## src/rtl/mem_port_arbiter.sv

```systemverilog
// Arbitrates IF / DM / DBG onto one single-port synchronous RAM and formats
// the DM load data. IF gets one guaranteed slot after IF_MAX_WAIT denials.
module mem_port_arbiter #(
    parameter int ADDR_W      = 12,
    parameter int IF_MAX_WAIT = 4
) (
    input  logic              clk,
    input  logic              resetb,
    input  logic              if_req,
    input  logic [31:0]       if_addr,
    output logic              if_gnt,
    output logic              if_rvalid,
    output logic [31:0]       if_rdata,
    input  logic              dm_req,
    input  logic              dm_we,
    input  logic [3:0]        dm_be,
    input  logic              dm_is_signed,
    input  logic [31:0]       dm_addr,
    input  logic [31:0]       dm_wdata,
    output logic              dm_gnt,
    output logic              dm_err,
    output logic              dm_rvalid,
    output logic [31:0]       dm_rdata,
    input  logic              dbg_req,
    input  logic              dbg_we,
    input  logic [31:0]       dbg_addr,
    input  logic [31:0]       dbg_wdata,
    output logic              dbg_gnt,
    output logic              dbg_rvalid,
    output logic [31:0]       dbg_rdata,
    output logic              mem_en,
    output logic [3:0]        mem_we,
    output logic [ADDR_W-1:0] mem_addr,
    output logic [31:0]       mem_wdata,
    input  logic [31:0]       mem_rdata,
    output logic              core_stall
);

    localparam logic [2:0] MAX_WAIT = 3'(IF_MAX_WAIT);

    typedef enum logic [1:0] {OWN_NONE, OWN_IF, OWN_DM, OWN_DBG} owner_t;
    typedef enum logic [1:0] {SZ_BYTE, SZ_HALF, SZ_WORD} size_t;

    typedef struct packed {
        owner_t     owner;
        logic [1:0] off;
        size_t      size;
        logic       sgn;
    } tag_t;

    logic [2:0] starve_cnt;
    logic       if_prio;
    logic       dm_ok;
    size_t      dm_size;
    logic       dbg_win, dm_win, if_win;
    tag_t       tag, nxt_tag;
    logic [31:0] dm_sh;

    logic unused_bits;
    assign unused_bits = ^{if_addr[31:ADDR_W+2], if_addr[1:0],
                           dm_addr[31:ADDR_W+2],
                           dbg_addr[31:ADDR_W+2], dbg_addr[1:0]};

    // Only naturally aligned byte/half/word lane masks are legal.
    always_comb begin
        dm_ok   = 1'b0;
        dm_size = SZ_BYTE;
        case ({dm_be, dm_addr[1:0]})
            6'b0001_00, 6'b0010_01, 6'b0100_10, 6'b1000_11: dm_ok = 1'b1;
            6'b0011_00, 6'b1100_10: begin dm_ok = 1'b1; dm_size = SZ_HALF; end
            6'b1111_00:             begin dm_ok = 1'b1; dm_size = SZ_WORD; end
            default:                dm_ok = 1'b0;
        endcase
    end

    assign if_prio = (starve_cnt == MAX_WAIT);
    assign dbg_win = resetb & dbg_req;
    assign if_win  = resetb & ~dbg_req & if_req & (if_prio | ~dm_req);
    assign dm_win  = resetb & ~dbg_req & dm_req & ~(if_prio & if_req);

    assign dbg_gnt    = dbg_win;
    assign if_gnt     = if_win;
    assign dm_gnt     = dm_win;
    assign dm_err     = dm_win & ~dm_ok;
    assign core_stall = (if_req & ~if_gnt) | (dm_req & ~dm_gnt);

    // An errored DM grant still owns the slot, so IF cannot fall into it.
    always_comb begin
        mem_en    = 1'b0;
        mem_we    = 4'b0000;
        mem_addr  = '0;
        mem_wdata = '0;
        nxt_tag   = '0;
        if (dbg_win) begin
            mem_en    = 1'b1;
            mem_we    = dbg_we ? 4'b1111 : 4'b0000;
            mem_addr  = dbg_addr[ADDR_W+1:2];
            mem_wdata = dbg_wdata;
            if (!dbg_we) begin
                nxt_tag.owner = OWN_DBG;
                nxt_tag.size  = SZ_WORD;
            end
        end else if (dm_win && dm_ok) begin
            mem_en    = 1'b1;
            mem_we    = dm_we ? dm_be : 4'b0000;
            mem_addr  = dm_addr[ADDR_W+1:2];
            mem_wdata = dm_wdata;
            if (!dm_we) begin
                nxt_tag.owner = OWN_DM;
                nxt_tag.off   = dm_addr[1:0];
                nxt_tag.size  = dm_size;
                nxt_tag.sgn   = dm_is_signed;
            end
        end else if (if_win) begin
            mem_en   = 1'b1;
            mem_addr = if_addr[ADDR_W+1:2];
            nxt_tag.owner = OWN_IF;
            nxt_tag.size  = SZ_WORD;
        end
    end

    always_ff @(posedge clk or negedge resetb) begin
        if (!resetb) begin
            tag        <= '0;
            starve_cnt <= 3'd0;
        end else begin
            tag <= nxt_tag;
            if (!if_req || if_gnt)
                starve_cnt <= 3'd0;
            else if (starve_cnt != MAX_WAIT)
                starve_cnt <= starve_cnt + 3'd1;
        end
    end

    assign if_rvalid  = (tag.owner == OWN_IF);
    assign dm_rvalid  = (tag.owner == OWN_DM);
    assign dbg_rvalid = (tag.owner == OWN_DBG);
    assign if_rdata   = mem_rdata;
    assign dbg_rdata  = mem_rdata;

    assign dm_sh = mem_rdata >> {tag.off, 3'b000};

    always_comb begin
        case (tag.size)
            SZ_BYTE: dm_rdata = {{24{tag.sgn & dm_sh[7]}},  dm_sh[7:0]};
            SZ_HALF: dm_rdata = {{16{tag.sgn & dm_sh[15]}}, dm_sh[15:0]};
            default: dm_rdata = dm_sh;
        endcase
    end

endmodule

```

## config.mk

```make
export PLATFORM = sky130hd
export DESIGN_NAME = mem_port_arbiter
export DESIGN_NICKNAME = d
export VERILOG_FILES = /design/src/rtl/mem_port_arbiter.sv
export SDC_FILE = /design/constraint.sdc
export NUM_CORES = 1
export LEC_CHECK = 0
export CAP_MARGIN = 20
export CORE_AREA = 2 2 137 139
export DETAILED_ROUTE_END_ITERATION = 8
export DIE_AREA = 0 0 139 141
export PLACE_DENSITY_LB_ADDON = 0.08
export SLEW_MARGIN = 15
export SYNTH_ARGS = -nofsm -noshare
export SYNTH_HDL_FRONTEND = slang
export SYNTH_SLANG_ARGS = --single-unit
export TNS_END_PERCENT = 20
```

## constraint.sdc

```tcl
create_clock -name clk -period 2.5 [get_ports clk]
set_clock_uncertainty 0.1 [all_clocks]
set_input_delay 0.5 -clock clk [delete_from_list [all_inputs] [get_ports clk]]
set_output_delay 0.5 -clock clk [all_outputs]
set_load 0.005 [all_outputs]
```

---- Word-level counts from Yosys, hierarchy flattened ----
Index checks and enable logic that the tools add are counted.
word-level totals
  register bits after elaboration ......... 10
  latch bits .............................. 0
  memory bits (writable) .................. 0
  memory bits (read-only) ................. 0
  output and inout port bits .............. 153
  memories ................................ 0
operators by class
  add/sub/neg operators ................... 1
  multipliers ............................. 0
  div/mod/pow operators ................... 0
  order comparisons ....................... 0
  equality and inequality tests ........... 13
  shift operators ......................... 1
  mux-type cells .......................... 30
  bitwise operators ....................... 20
  reductions and logical operators ........ 7
operators by type and width
  kind                                            count
  two-way mux 32 bit                              2
  case mux 32 bit (2 select lines)                1
  two-way mux 12 bit                              3
  >> shifter 32 x 5 -> 32 bit                     1
  == test 6 bit (second input constant)           3
  two-way mux 2 bit                               9
  two-way mux 4 bit                               4
  AND 1 bit                                       12
  == test 6 x 4 -> 1 bit (second input constant)  2
  two-way mux 1 bit                               7
  two-way mux 7 bit                               1
  OR reduction 7 bit                              1
  == test 6 x 3 -> 1 bit (second input constant)  1
  == test 6 x 5 -> 1 bit (second input constant)  1
  two-way mux 3 bit                               2
  NOT 1 bit                                       6
  == test 2 x 1 -> 1 bit (second input constant)  2
  == test 2 bit (second input constant)           2
  case mux 2 bit (2 select lines)                 1
  adder 3 x 1 -> 3 bit (second input constant)    1
  == test 3 bit (second input constant)           1
  inequality test 3 bit (second input constant)   1
  zero test 2 bit                                 1
  bitwise OR 1 bit                                2
  other kinds (5)                                 5

---- Logic depth before layout (Yosys ltp) ----
  depth in word-level cells ............... 7
  depth in mapped cells ................... 8
  depth with buffers taken out ............ 6

---- Worst setup path after synthesis ----
No wires, ideal clock.
  kind .................................... flip-flop to output port
  start point ............................. register starve_cnt[0]
  end point ............................... output mem_addr[10]
  arrival time ............................ 1594 ps
  required time ........................... 1900 ps
  slack ................................... 306 ps
  cell stages (with the launch flop) ...... 8
  path buffers ............................ 1
  cell sequence ........................... dfrtp_1 inv_1 ha_1 nand2_1 a211oi_2 clkbuf_1 a22oi_1 o21ai_0
on the way
  elaborated cells between the ends (all ways) .. 10
RTL lines
  element                 line  source
  start, declared         51    logic [2:0] starve_cnt;
  start signal, assigned  131   starve_cnt <= starve_cnt + 3'd1;
  == test 3 bit           76    assign if_prio = (starve_cnt == MAX_WAIT);
  bitwise OR 1 bit        78    assign if_win = resetb & ~dbg_req & if_req & (if_prio | ~dm_req);
  AND 1 bit               78
  net if_gnt              11    output logic if_gnt,
  two-way mux 12 bit      114   end else if (if_win) begin
  two-way mux 12 bit      103   end else if (dm_win && dm_ok) begin
  two-way mux 12 bit      94    if (dbg_win) begin
  end, declared           33    output logic [ADDR_W-1:0] mem_addr,
The timed path passes the listed nets, and every way through them passes these cells.

---- Worst setup path in the final report ----
  start point ............................. register starve_cnt[0]
  end point ............................... output mem_we[1]
on the way
  longest elaborated chain between the ends .. 7
ends and longest elaborated chain
  element            line  source
  == test 3 bit      76
  AND 1 bit          79    assign dm_win = resetb & ~dbg_req & dm_req & ~(if_prio & if_req);
  NOT 1 bit          79
  AND 1 bit          79
  logical AND 1 bit  103
  two-way mux 4 bit  103
  two-way mux 4 bit  94
  end, declared      32    output logic [3:0] mem_we,
Every way passes these cells.

==> metrics.log <==
[metrics] pre-CTS setup slack: -853 ps
[metrics] count of input and output buffers: 298
[metrics] Post-Syn Area: 0.00227 mm²
[metrics] Setup WS post-layout: -154 ps
[metrics] hold slack: 329 ps
[metrics] total chip power: 1240 µW
[metrics] Row Count: 50
[metrics] count of different cell masters after synthesis: 42
[metrics] ys async rst share: 100%
[metrics] highest net fanout along the worst path: 6
[metrics] Crit Path Category: reg -> out
[metrics] pwr/cell area: 213 mW/mm²
[metrics] main combinational cell family by area after synthesis: compound AO/OA/AOI/OAI gates
[metrics] top cells by area in the synthesized netlist: sky130_fd_sc_hd__buf_4, sky130_fd_sc_hd__a22o_1, sky130_fd_sc_hd__dfrtp_1
[metrics] run status: complete, but fails checks
[metrics] cell taking the most area after synthesis: sky130_fd_sc_hd__buf_4
[metrics] data required time at the worst endpoint: 1900 ps
[metrics] count of flip-flops with a built-in enable after synthesis: 0
[metrics] final setup fails: 29
[metrics] via count of the first global-routing pass: 3507
[metrics] complex-gate fraction of the synthesized area: 36.1%
[metrics] post-DR wirelength/cell: 15.6 µm
[metrics] Util after Layout: 31.8%
[metrics] actual slew at the worst max-slew pin: 277 ps
[metrics] post-synthesis instance total: 313
[metrics] overall die area: 0.0196 mm²
[metrics] area share of fa/ha/maj cells after synthesis: 1.10%
[metrics] multiplexer share of the synthesized area: 8.06%
[metrics] final layout net count: 840
[metrics] net count after synthesis: 519
[metrics] clock tree from TritonCTS: done
[metrics] clock transition at the registers of the reported paths: 40 ps
[metrics] crit path capture type: primary output
[metrics] number of warnings issued by yosys: 0
[metrics] remaining design rule violation count: 0
[metrics] die width: 139 µm
[metrics] most instantiated flip-flop cell in the synthesis netlist: sky130_fd_sc_hd__dfrtp_1
[metrics] mean instance size in the synthesized netlist: 7.24 µm²
[metrics] via count: 3483
[metrics] number of design-rule violations left by the first detailed-router iteration: 90
[metrics] Final Hold Fails: 0
[metrics] Detail Placement HPWL: 11000 µm
[metrics] max-cap viol count: 0
[metrics] count of antenna-violating nets left after detailed routing: 0
[metrics] clock insertion delay at the later pin of the skew report: 230 ps
[metrics] commonest cells after routing, fill and taps aside: sky130_fd_sc_hd__clkdlybuf4s50_1, sky130_fd_sc_hd__buf_4, sky130_fd_sc_hd__buf_2, sky130_fd_sc_hd__a22o_1
[metrics] number of levels in the clock H-tree: 1
[metrics] pin count of the biggest net entering global routing: 19
[metrics] time the worst path needs with I/O delays and setup: 2650 ps
[metrics] Peak VDD IR: 0.135 mV
[metrics] I/O pin count: 357
[metrics] failing checks: setup timing
[metrics] core area: 0.0183 mm²
[metrics] highest achievable clock rate: 0.377 GHz
[metrics] synthesis-to-finish area growth: 156%
[metrics] Chip Height: 141 µm
[metrics] total detailed-routing wirelength: 13600 µm
[metrics] antenna violations before repair: 1
[metrics] max-slew violation count: 0
[metrics] global-route wire length before repair: 19800 µm
[metrics] mean number of vias per cell: 4.01
[metrics] Relative slew margins: 81.5%
[metrics] final global-route overflow total: 0
[metrics] effective utilization at floorplan: 12.4%
[metrics] xor and xnor fraction of the mapped netlist area: 0%
[metrics] cell at the root of the clock tree: sky130_fd_sc_hd__clkbuf_16
[metrics] RSZ-0062 raised after global routing: yes
[metrics] Placer Congestion: 0.771
[metrics] first-pass iteration count of the detailed router: 4
[metrics] TritonCTS Buffers: 3
[metrics] Leakage Power: 0.00264 µW
[metrics] Seq/Total Area, Yosys: 11.0%
[metrics] Crit path arrival time: 2050 ps
[metrics] Synth Register Bits: 10
[metrics] fraction of layout cells with a size suffix above 1: 33.2%
[metrics] leading cell type in the layout, fill and taps excluded: sky130_fd_sc_hd__clkdlybuf4s50_1
[metrics] proportion of netlist area held by the largest area contributor: 22.2%
[metrics] Bufs on Longest Clock Path: 2
[metrics] Total Routing Usage GR: 12.8%
[metrics] worst hold path type: in -> async
[metrics] startpoint type of the worst setup path: flop
[metrics] ratio of final minimum period to clock period: 106%
[metrics] post-synthesis simple-gate area fraction: 14.9%
[metrics] Clock Sinks: 10
[Yosys cell counts, types with 2 or more instances]
cell type and count:
sky130_fd_sc_hd__a211oi_1 7, sky130_fd_sc_hd__a21oi_1 18, sky130_fd_sc_hd__clkbuf_1 11, sky130_fd_sc_hd__buf_4 67, sky130_fd_sc_hd__a22o_1 32, sky130_fd_sc_hd__o21ai_0 27, sky130_fd_sc_hd__nand3_1 2, sky130_fd_sc_hd__nor2_1 14
sky130_fd_sc_hd__a22oi_1 12, sky130_fd_sc_hd__nand2_1 21, sky130_fd_sc_hd__a32o_1 4, sky130_fd_sc_hd__nor3b_1 6, sky130_fd_sc_hd__mux2i_1 16, sky130_fd_sc_hd__buf_2 4, sky130_fd_sc_hd__nor2b_1 12, sky130_fd_sc_hd__o21ai_2 2
sky130_fd_sc_hd__o211ai_1 4, sky130_fd_sc_hd__ha_1 2, sky130_fd_sc_hd__nand2b_1 3, sky130_fd_sc_hd__dfrtp_1 10, sky130_fd_sc_hd__a31o_2 2, sky130_fd_sc_hd__inv_1 17
[state kept, by name, summed over array words and instances, names as in the netlist]
| register | flops |
|---|---|
| starve_cnt | 3 |
| tag | 7 |
[worst max-delay path: stages (launching register included)]
cell                       delay (ps)
sky130_fd_sc_hd__dfrtp_1          390
sky130_fd_sc_hd__inv_2             80
sky130_fd_sc_hd__ha_4             130
sky130_fd_sc_hd__nand2_2           50
sky130_fd_sc_hd__o211ai_1         200
sky130_fd_sc_hd__buf_4            170
sky130_fd_sc_hd__a31oi_4           40
sky130_fd_sc_hd__buf_12           160
sky130_fd_sc_hd__buf_8            120
sky130_fd_sc_hd__buf_6            120
sky130_fd_sc_hd__a32o_1           240
sky130_fd_sc_hd__buf_2            120
[layout make-up]
type / instances / area [µm²]
Antenna cell: 1 / 2.50
Clock buffer: 4 / 88.8
Fill cell: 1957 / 12500
Inverter: 18 / 70.1
Multi-Input combinational cell: 201 / 1500
Sequential cell: 10 / 251
Tap cell: 234 / 293
Timing Repair Buffer: 400 / 3610
[report_power, final]
part / total [µW] / switching [µW] / internal, µW
Combinational: 755 / 254 / 501
Sequential: 176 / 6.29 / 170
Clock: 309 / 69.2 / 240
Total: 1240 / 330 / 910
[metrics by stage]
step | area [µm²] | cells | TNS, ps
after floorplan | 2270 | 313 | 0
after global placement | 5550 | 834 | -53550
after detailed placement | 5550 | 834 | -55640
after CTS | 5880 | 866 | -5450
after global routing | 5810 | 867 | -6250
final | 5810 | 868 | -2200
[per-layer routing]
metal / wire [µm] / track usage [%] / part of all wire (%)
met1: 4820 / 13.4 / 36
met2: 7460 / 26.0 / 55
met3: 1210 / 3.19 / 8.9
met4: 62 / 1.75 / 0.46
met5: 11 / 0 / 0.081
[logic make-up after synthesis]
logic type,after synthesis
AO/OA/AOI/OAI,116
adder cells (fa/ha/maj),2
buffers and inverters,103
flip-flops,10
multiplexers,17
AND/OR/NAND/NOR,65
[what timing repair did]
action | in CTS | in global routing
hold buffers | 0 | 0
buffers inserted | 22 | 1
pin swaps | 16 | 6
resized for setup | 308 | 72
endpoints found under the setup margin | 80 | 78
cloned | 6 | 0
[final timing paths]
check                         startpoint       endpoint  slack (ps)  cells past startpoint
setup / recovery           starve_cnt[0]      mem_we[1]        -150                     11
hold / removal                    resetb  starve_cnt[2]         330                      3
setup reg to reg           starve_cnt[0]         tag[2]         290                     13
hold reg to reg            starve_cnt[2]  starve_cnt[2]         500                      3
max in group asynchronous         resetb         tag[4]        1850                      3
min in group clk              dm_addr[1]         tag[4]         490                      2
Power figures use the tool's default switching activity.
==> RTL change 1: new RTL, config.mk and constraints unchanged <==
Register the outputs `dm_err`, `dbg_gnt`, `dbg_rvalid` and `dbg_rdata`, cleared by the reset; this adds one clock of latency there. The other outputs are not delayed to match.
--- a/src/rtl/mem_port_arbiter.sv
+++ b/src/rtl/mem_port_arbiter.sv
@@ -80,6 +80,4 @@
 
-    assign dbg_gnt    = dbg_win;
     assign if_gnt     = if_win;
     assign dm_gnt     = dm_win;
-    assign dm_err     = dm_win & ~dm_ok;
     assign core_stall = (if_req & ~if_gnt) | (dm_req & ~dm_gnt);
@@ -136,5 +134,16 @@
     assign dm_rvalid  = (tag.owner == OWN_DM);
-    assign dbg_rvalid = (tag.owner == OWN_DBG);
     assign if_rdata   = mem_rdata;
-    assign dbg_rdata  = mem_rdata;
+    always_ff @(posedge clk or negedge resetb) begin
+        if (!resetb) begin
+            dm_err     <= '0;
+            dbg_gnt    <= '0;
+            dbg_rvalid <= '0;
+            dbg_rdata  <= '0;
+        end else begin
+            dm_err     <= dm_win & ~dm_ok;
+            dbg_gnt    <= dbg_win;
+            dbg_rvalid <= (tag.owner == OWN_DBG);
+            dbg_rdata  <= mem_rdata;
+        end
+    end
 
Formal check against the unedited RTL: not equivalent (a bounded check fails within 4 cycles, from zero or initial values and one cycle with resetb low).
==> RTL change 1 against the original RTL <==
Design area rose by 15%. Setup slack improved by 84 ps. Power rose by 88%. Largest cell class unchanged. Critical path type is now input pin to primary output. Routed wire length rose by 11%. Cell count rose by 2.5%. Clock power rose to 2.5 times the old value. Sequential cell count rose by 35. Synthesized area rose by 29%. Count of clock-buffer cells in the layout rose by 3. The flow still finishes with violations (negative setup slack).
==> RTL change 1: results (changes against the original RTL) <==
| Metric | Value |
|---|---|
| Status | complete, but fails checks |
| Failing checks | negative setup slack |
| Num CTS Buffers | 5 (+2) |
| CP Data Arrival Time | 1970 ps (-80 ps) |
| Pwr/cell area | 348 mW/mm2 (+63%) |
| Finish-stage setup viols | 27 (-6.9%) |
| Placement-stage cell area | 0.00647 mm2 (+16%) |
| Layout cells sized above 1 | 0.321 (-0.0107) |
| Filler Cells Inserted | 1876 (-4.1%) |
| Largest net degree at the start of global routing | 46 (+27) |
| Initial DRC Count | 110 (+22%) |
| Top flop regs | dbg_rdata (32), tag (7), starve_cnt (3) |
| Initial antenna violation count | 3 (+2) |
| CP max FO | 8 (+2) |
| Worst-path clk slew | 60 ps (+20 ps) |
| Worst path slowest cell | dlygate4sd2_1 |
| Layout net count | 859 (+2.3%) |
| Maximum VDD drop | 228 uV (+68%) |
| Routed Wire Length | 15100 um (+11%) |
| Slew HR | 0.593 (-0.222) |
| Vias in the first global route | 4003 (+14%) |
| Gr usage total | 0.146 (+0.0185) |
| H-tree depth | 2 (+1) |
| Setup WS post-layout | -70.4 ps (+83.8 ps) |
| Clock Latency Late Sink | 280 ps (+50 ps) |
| First-pass GRT wire length | 22500 um (+14%) |
-- RTL change 1: cell count changes after synthesis, moves of 10 or more --
cell	unedited run	this run
inv_1	17	6
a21o_1	0	12
a22oi_1	12	0
a22o_1	32	44
dfrtp_1	10	45
o21ai_0	27	17
buf_4	67	35
-- RTL change 1: power breakdown --
part | internal, mW | total, mW | switching [mW]
Combinational | 0.502 | 0.773 | 0.271
Sequential | 0.763 | 0.777 | 0.0138
Clock | 0.500 | 0.781 | 0.281
Total | 1.77 | 2.33 | 0.566
-- RTL change 1: path summary, 6_finish.rpt --
| path | from | to | slack, ps |
|---|---|---|---|
| max | dm_be[3] | mem_addr[4] | -70 |
| min | resetb | dbg_rvalid | 360 |
| max reg2reg | starve_cnt[0] | tag[2] | 560 |
| min reg2reg | tag[5] | dbg_rvalid | 430 |
| max in group asynchronous | resetb | tag[3] | 1510 |
| min in group clk | dm_addr[1] | tag[4] | 410 |
-- RTL change 1: metal layers --
layer	vias to the layer above	track usage	wire length [um]
met3	12	0.0588	1590
met4	4	0.0330	141
met5	-	0	27
met2	197	0.272	7750
met1	1759	0.155	5560
li1	1788	-	-
-- RTL change 1: what timing repair did --
item	4_1_cts	5_1_grt
cloned	3	0
endpoints found under the setup margin	80	78
pin swaps	14	22
resized for setup	319	74
buffers inserted	21	2
-- RTL change 1: cell type report --
type | instances | area share
repair buffers | 395 | 0.530
flip-flops and latches | 45 | 0.168
diodes | 2 | 0.000747
clock buffers | 7 | 0.0213
multi-input cells | 199 | 0.228
well taps | 234 | 0.0437
clock inverters | 1 | 0.00448
inverters | 7 | 0.00392
-- RTL change 1: metrics by stage --
| step | TNS, ps | std cells |
|---|---|---|
| global route | -4440 | 889 |
| floorplan | 0 | 302 |
| finish | -923 | 890 |
| global placement | -54890 | 859 |
| detailed placement | -56280 | 859 |
| CTS | -6390 | 890 |
-- RTL change 1: logic make-up (layout without fill, tap and decap cells) --
group | count (synthesis) | in the layout | share of synthesized area
buf+inv | 58 | 410 | 0.131
mux | 17 | 17 | 0.0626
flops | 45 | 45 | 0.386
other cells | 0 | 2 | 0
simple gates | 66 | 66 | 0.117
fa+ha+maj | 2 | 2 | 0.00857
compound gates | 114 | 114 | 0.295
-- RTL change 1: worst min-delay path: stages --
cell and delay (ps):
buf_2 100, buf_4 110, buf_4 500
==> RTL change 2: new RTL, same flow settings <==
Made on the original files. Change the parameter `ADDR_W` from 12 to 11.
--- a/src/rtl/mem_port_arbiter.sv
+++ b/src/rtl/mem_port_arbiter.sv
@@ -3,3 +3,3 @@
 module mem_port_arbiter #(
-    parameter int ADDR_W      = 12,
+    parameter int ADDR_W      = 11,
     parameter int IF_MAX_WAIT = 4
Interface: changed (resized mem_addr); port bits go from 357 to 356. The function was not compared with the original's and may differ.
==> RTL change 2 against the original RTL <==
The flow still finishes with violations (negative setup slack). Setup slack better by 88 ps. Register-to-register slack better by 320 ps. Sequential cell count unchanged. Design area down 3.1%. Count of clock-buffer cells in the layout down 1. Combinational power down 2%. Die area unchanged. Power down 4.3%. Routed wire length up 0.45%. Non-clock buffer count down 13. Maximum frequency up 3.4%. Synthesized area down 0.83%. Global-route usage up 0.15 points. Core utilization down 0.98 points.
==> RTL change 2: results (changes against the original RTL) <==
| Metric | Value |
|---|---|
| Via density | 4.06 (+1.1%) |
| Status | complete, but fails checks |
| Max clock buf depth | 2 (unchanged) |
| Largest net degree at the start of global routing | 38 (+19) |
| Gr usage total | 0.129 (+0.00152) |
| Most area-consuming cells after synthesis | buf_4 (22%), a22o_1 (12%), dfrtp_1 (11%), mux2i_1 (7.1%), o21ai_0 (5.6%) |
| Initial DRC Count | 62 (-31%) |
| Sequential-to-total area share from yosys stat | 0.111 (+0.000921) |
| Wire per inst | 16.0 um (+2.7%) |
| Vias in the first global route | 3489 (-0.51%) |
| Antenna cell count | 0 (-1) |
| Placement-stage cell area | 0.00549 mm2 (-1.1%) |
| First-pass GRT wire length | 19900 um (+0.38%) |
| Detailed Place HPWL | 11600 um (+5.7%) |
| Via count | 3445 (-1.1%) |
| Place WS | -877 ps (-24.3 ps) |
| Initial antenna violation count | 0 (-1) |
| Setup TNS | -1100 ps (+1110 ps) |
| Pwr/cell area | 211 mW/mm2 (-1.2%) |
| Buffers on Ports | 294 (-1.3%) |
| Synth top cells by count | buf_4 (67), a22o_1 (32), o21ai_0 (25) |
| Layout net count | 823 (-2.0%) |
| Slew @ Worst Pin | 299 ps (+21.6 ps) |
| Maximum VDD drop | 138 uV (+2.0%) |
| Internal power | 0.863 mW (-5.2%) |
| Failing checks | negative setup slack |
| Finish-stage setup viols | 23 (-21%) |
| RD Place Congestion | 0.866 (+12%) |
| Setup WS post-layout | -65.8 ps (+88.5 ps) |
| CP Data Arrival Time | 1970 ps (-80 ps) |
| Syn Inst Count | 310 (-0.96%) |
RTL change 2: cell count changes in the layout (fill, tap and decap cells not counted), sizes merged, moves of 2 or more:
cell,before,now
a31o,3,1
buf,159,147
bufbuf,2,0
clkbuf,17,8
clkdlybuf4s15,10,18
dlygate4sd2,11,15
dlymetal6s2s,5,3
RTL change 2: kinds of logic after synthesis:
logic type | Yosys count | share of synthesized area
simple gates | 65 | 0.151
mux | 17 | 0.0812
buf+inv | 102 | 0.289
fa+ha+maj | 2 | 0.0111
compound gates | 114 | 0.356
flops | 10 | 0.111
RTL change 2: per-stage QoR:
stage	utilization	hold slack (ps)
4_1_cts	0.309	244
3_5_place_dp	0.301	479
2_1_floorplan	-	104
6_report	0.308	209
3_3_place_gp	0.301	470
5_1_grt	0.308	224
RTL change 2: layout make-up:
class	count	area, um2
Tap cell	234	293
Fill cell	1981	12600
Sequential cell	10	251
Clock buffer	3	75.1
Timing Repair Buffer	387	3450
Inverter	17	63.8
Multi-Input combinational cell	198	1500
RTL change 2: per-layer routing:
layer,wire [um],part of all wire,GRT usage,vias up
li1,-,-,-,1670
met1,4620,0.34,0.128,1578
met2,7390,0.54,0.257,191
met3,1470,0.11,0.0465,6
met4,136,0.010,0.0255,0
met5,0,0,0,-
RTL change 2: power groups by stage:
stage          registers [mW]  clock network (mW)  logic (mW)
2_1_floorplan           0.176                   0       0.223
3_3_place_gp            0.177                   0       0.771
3_5_place_dp            0.177                   0       0.768
4_1_cts                 0.176               0.277       0.749
5_1_grt                 0.177               0.284       0.798
6_report                0.176               0.269       0.742
RTL change 2: what timing repair did:
action,in CTS,in global routing
setup endpoints to repair,82,77
pin swaps,18,9
gates resized for setup,325,38
buffers inserted,19,1
cloned,3,0
RTL change 2: worst paths after layout:
| check | startpoint | end | slack, ps | depth (start not counted) |
|---|---|---|---|---|
| max in group asynchronous | resetb | tag[4] | 1940 | 2 |
| worst min register to register | starve_cnt[2] | starve_cnt[2] | 500 | 3 |
| worst min-delay path | resetb | starve_cnt[2] | 210 | 2 |
| min in group clk | starve_cnt[2] | starve_cnt[2] | 500 | 3 |
| worst max register to register | starve_cnt[0] | tag[1] | 610 | 9 |
| worst max-delay path | starve_cnt[0] | mem_wdata[25] | -70 | 11 |
RTL change 2: worst reg2reg max path: stages (launching register included):
cell and delay [ps]:
dfrtp_1 350, inv_2 60, ha_4 160, nand2_2 60, o211ai_1 90, buf_4 170, buf_4 130, a31o_4 240
buf_4 160, nor4_1 260
